==> src/rtl/locking_rr_arbiter_pkg.sv <==
// Shared constants and helpers for the locking round-robin stream arbiter.
package locking_rr_arbiter_pkg;

    localparam int unsigned ARB_FIXED = 0;
    localparam int unsigned ARB_RR    = 1;

    typedef enum logic {
        LK_OPEN = 1'b0,
        LK_HELD = 1'b1
    } lock_state_e;

    function automatic int unsigned clog2(input int unsigned v);
        int unsigned r;
        r = 0;
        for (int unsigned p = 1; p < v; p = p << 1) r++;
        return r;
    endfunction

    // Index width: at least one bit even for degenerate sizes.
    function automatic int unsigned idx_width(input int unsigned n);
        return (clog2(n) > 1) ? clog2(n) : 1;
    endfunction

endpackage

==> src/rtl/locking_rr_arbiter_rr_priority_select.sv <==
// Combinational rotate / lowest-set-bit / rotate-back request selector.
module rr_priority_select
    import locking_rr_arbiter_pkg::*;
#(
    parameter int unsigned N  = 4,
    parameter int unsigned CW = idx_width(N)
) (
    input  logic [N-1:0]  req,
    input  logic [CW-1:0] base,
    input  logic          mode,
    output logic [CW-1:0] idx,
    output logic          any
);

    int unsigned  start;
    int unsigned  pos;
    logic [N-1:0] rot;

    always_comb begin
        start = 0;
        pos   = 0;
        any   = 1'b0;
        if (mode) start = (32'(base) + 1) % N;
        // rot[j] = req[(start + j) mod N]
        rot = N'({req, req} >> start);
        for (int unsigned j = 0; j < N; j++) begin
            if (!any && rot[j]) begin
                any = 1'b1;
                pos = j;
            end
        end
        idx = CW'(N - 1);
        if (any) idx = CW'((start + pos) % N);
    end

endmodule

==> src/rtl/locking_rr_arbiter.sv <==
// N-way ready/valid arbiter with fixed or round-robin priority and
// optional BEATS-beat grant locking; payload path is combinational.
module locking_rr_arbiter
    import locking_rr_arbiter_pkg::*;
#(
    parameter int unsigned N     = 4,
    parameter int unsigned W     = 8,
    parameter int unsigned BEATS = 4,
    parameter int unsigned RR    = 1,
    localparam int unsigned CW   = idx_width(N)
) (
    input  logic            clk,
    input  logic            reset,
    input  logic [N-1:0]    io_in_valid,
    output logic [N-1:0]    io_in_ready,
    input  logic [N*W-1:0]  io_in_bits,
    input  logic [N-1:0]    io_in_lock,
    input  logic            io_out_ready,
    output logic            io_out_valid,
    output logic [W-1:0]    io_out_bits,
    output logic [CW-1:0]   io_chosen,
    output logic            io_locked,
    output logic            io_fire
);

    localparam int unsigned CNT_W   = clog2(BEATS) + 1;
    localparam bit          LOCK_EN = (BEATS > 1);
    localparam bit          MODE_RR = (RR == ARB_RR);

    lock_state_e      state_q, state_n;
    logic [CW-1:0]    ptr_q, ptr_n;
    logic [CW-1:0]    owner_q, owner_n;
    logic [CNT_W-1:0] cnt_q, cnt_n;

    logic [CW-1:0]    sel_idx;
    logic             sel_any;
    logic [N-1:0]     onehot;

    rr_priority_select #(.N(N), .CW(CW)) u_select (
        .req  (io_in_valid),
        .base (ptr_q),
        .mode (MODE_RR),
        .idx  (sel_idx),
        .any  (sel_any)
    );

    // State registers: pointer, lock owner and beat counter.
    always_ff @(posedge clk) begin
        if (reset) begin
            state_q <= LK_OPEN;
            ptr_q   <= CW'(N - 1);
            owner_q <= '0;
            cnt_q   <= '0;
        end else begin
            state_q <= state_n;
            ptr_q   <= ptr_n;
            owner_q <= owner_n;
            cnt_q   <= cnt_n;
        end
    end

    // Grant mux, handshake outputs and next-state.
    always_comb begin
        state_n      = state_q;
        ptr_n        = ptr_q;
        owner_n      = owner_q;
        cnt_n        = cnt_q;

        io_locked    = (state_q == LK_HELD);
        io_chosen    = io_locked ? owner_q : sel_idx;
        onehot       = N'(1) << io_chosen;
        io_out_valid = |(io_in_valid & onehot);
        io_out_bits  = W'(io_in_bits >> (32'(io_chosen) * W));
        io_in_ready  = io_out_ready ? onehot : '0;
        io_fire      = io_out_valid && io_out_ready;

        if (io_fire) begin
            if (MODE_RR) ptr_n = io_chosen;
            case (state_q)
                LK_OPEN: begin
                    if (LOCK_EN && (|(io_in_lock & onehot))) begin
                        state_n = LK_HELD;
                        owner_n = io_chosen;
                        cnt_n   = CNT_W'(1);
                    end
                end
                LK_HELD: begin
                    if (cnt_q == CNT_W'(BEATS - 1)) begin
                        state_n = LK_OPEN;
                        cnt_n   = '0;
                    end else begin
                        cnt_n = cnt_q + CNT_W'(1);
                    end
                end
                default: state_n = LK_OPEN;
            endcase
        end
    end

    logic unused_any;
    assign unused_any = sel_any;

endmodule
==> config.mk <==
export PLATFORM = sky130hd
export DESIGN_NAME = locking_rr_arbiter
export DESIGN_NICKNAME = d
export VERILOG_FILES = /design/src/rtl/locking_rr_arbiter_pkg.sv /design/src/rtl/locking_rr_arbiter_rr_priority_select.sv /design/src/rtl/locking_rr_arbiter.sv
export SDC_FILE = /design/constraint.sdc
export NUM_CORES = 1
export LEC_CHECK = 0
export BUFFER_PORTS_ARGS = -buffer_cell sky130_fd_sc_hd__buf_2
export CORE_MARGIN = 2
export CORE_UTILIZATION = 37
export CTS_BUF_LIST = sky130_fd_sc_hd__clkbuf_4 sky130_fd_sc_hd__clkbuf_8
export DETAILED_ROUTE_END_ITERATION = 16
export HOLD_SLACK_MARGIN = 0.06
export PLACE_DENSITY = 0.81
export SLEW_MARGIN = 0
export SYNTH_ARGS = -nofsm -noshare
export SYNTH_HDL_FRONTEND = slang
export SYNTH_SLANG_ARGS = --single-unit
export TNS_END_PERCENT = 10
==> constraint.sdc <==
create_clock -name clk -period 3.95 [get_ports clk]
set_input_delay 0.395 -clock clk [delete_from_list [all_inputs] [get_ports clk]]
set_output_delay 0.395 -clock clk [all_outputs]
set_load 0.05 [all_outputs]
==> flow_summary.yaml <==
synthesis:
  yosysSeqAreaShare_pct: 15.46
  synth_area_sq_um: 1036
  async_flop_share_pct: 0
  mappedNetlistNets: 178
  synth_top_area_cell: "dfxtp_1"
  synth_ff_type: "dfxtp_1"
  synth-xor-area-share_pct: 1.691
  yosysWarningCount: 0
  synth_cells: 133
  yosys.area_share.simple_pct: 29.95
  synth_compound_area_share_pct: 22.46
  ys_top_cells_by_count: "nand2_1, nor2_1, a31oi_1"
  synth_top_family_by_area: "simple AND/OR/NAND/NOR gates"
  synth.avg_cell_area_sq_um: 7.789
  synth_edf_count: 0
  synth_fa_ha_area_share_pct: 2.415
  yosysMostFrequentCell: "nand2_1"
  ys_types: 43
  ys_seq_elements: 8
  synth_mux_area_share_pct: 18.00
  netlist.area_leader.share_pct: 15.46
  synth_area_leaders: "dfxtp_1, mux2_2, nand2_1"
cts:
  cts_buffers: 3
  h-tree-depth: 1
  cts_tree: "done"
  clockBufferDepth: 2
  clk_latency_ps: 260
  clock_sinks: 8
  cts-root-buf: "clkbuf_4"
  clk_pin_slew_ps: 60
  post_cts_buffers: 0
  postCtsResizedCells: 0
  cts_hold_buf: 0
finish:
  fillers: 291
  syn_to_final_growth_pct: 27.78
  postLayoutCellArea_sq_um: 1324
  utilization_pct: 48.85
  drive_gt1_share_pct: 46.20
  nets: 231
  num_antenna_cells: 0
  regArea_sq_um: 160.2
  multi_input_area_sq_um: 772.0
detailed_routing:
  wl_microns: 2601
  routed_via_density: 5.284
  first_pass_iters: 4
  drt-wirelength-per-cell_microns: 12.10
  vias: 1136
  drtAntennaViolNets: 0
  post-route-drc-count: 0
  drtIter0Drc: 43
timing:
  post-route-period-util_pct: 91.65
  worst_pin_slew_ps: 436.6
  hold_viol: 0
  setup_viol_count_final: 0
  fin_crit_ps: 3620
  slew_headroom_pct: 70.86
  slew_viol_final: 0
  finClkSkew_ps: 6.699
  max_freq_ghz: 0.2762
  fin_hold_ws_ps: 412.3
  rsz0062_at_grt: "no"
  setup_tns_ps: 0
worst_hold_path:
  hp-class: "primary input to flop"
  hold_depth: 2
grt:
  grt_max_degree: 25
  antenna_found_initial: 0
  grt_use_total_pct: 16.96
  grt_first_pass_wirelength_microns: 4512
  grt_pass1_vias: 1089
  globalRoute.totalOverflow: 0
setup_path:
  critical_path_peak_fanout: 24
  crit_family: "simple AND/OR/NAND/NOR gates"
  cp-start-kind: "flop"
  required_ps: 3560
  path_buf_inv: 1
  path_common_cell: "xnor2_1"
  crit_chain: "or4_1 > o2111ai_1 > ha_1 > xnor2_1 > xnor2_1 > a2111o_1 > nand3_4 > mux2_2 > nor2_1 > a31oi_1 > buf_2"
  reg2reg_depth: 11
  critPathCaptureType: "output pin"
  worstSetupPathType: "flop to output pin"
  cp.arrival_ps: 3230
  cp_num_cells: 11
  max_stage_delay_ps: 550
  critPathSlowestCell: "or4_1"
place:
  hpwl_microns: 2055
  dpl-instance-area_sq_um: 1301
  port_buffers: 59
  place_congestion: 0.8257
die:
  placementRows: 19
  io_pins: 60
  die_h_microns: 56.92
  core_sq_um: 2710
  start_util_pct: 38.23
  die_w_microns: 56.92
  dieArea_sq_um: 3239
flow_run:
  maxCapViolations: 0
run_status:
  status: "finished clean"
## per-layer routing
layer	vias up	GRT usage [%]	share of wire, %
met5	-	0	0
met3	6	1.382	3.5
met2	29	31.53	53
li1	588	-	-
met1	513	20.67	43
met4	0	4.651	1.2
## cell usage in the layout, fill, tap and decap left out, types with 2 or more instances in the layout
cell	n
o2111ai_1	3
mux2i_1	4
inv_1	4
nor2b_1	2
nand2b_1	3
nand3_1	2
buf_2	59
a21oi_1	2
clkbuf_4	3
nand2_1	22
xnor2_1	2
nand4_1	2
a221oi_2	2
o211ai_1	3
nor2_1	13
inv_2	3
ha_1	2
dfxtp_1	8
a31oi_1	11
mux2_2	9
a21o_1	4
and3_1	2
## flip-flops by register name, indices dropped and copies added, names as in the netlist
name and flops:
owner_q 2, cnt_q 3, io_locked 1, ptr_q 2
## through the flow
stage               std cells  worst slack, ps
floorplan                 133            137.3
global placement          212            521.9
detailed placement        212            452.0
CTS                       215            318.6
global route              215            111.6
finish                    215            329.7
## path summary, 6_finish.rpt
kind | startpoint | to | slack (ps)
max | ptr_q[0] | io_out_bits[2] | 330
min | reset | io_locked | 410
max reg2reg | ptr_q[0] | owner_q[1] | 700
min reg2reg | cnt_q[1] | cnt_q[1] | 500
## logic make-up after synthesis
group	Yosys count
muxes	15
buffers and inverters	19
AOI/OAI and AO/OA	30
DFF	8
xor gates and xnor gates	2
adders and majority gates	2
and+or+nand+nor	57
## layout make-up
cell class | count | area share (%)
Clock buffer | 3 | 1.701
Inverter | 8 | 2.647
Multi-Input combinational cell | 106 | 58.32
Sequential cell | 8 | 12.10
Tap cell | 31 | 2.930
Timing Repair Buffer | 59 | 22.31
Power is not shown: default switching activity piles up to over one toggle a cycle in this logic, so the estimate is an artifact.
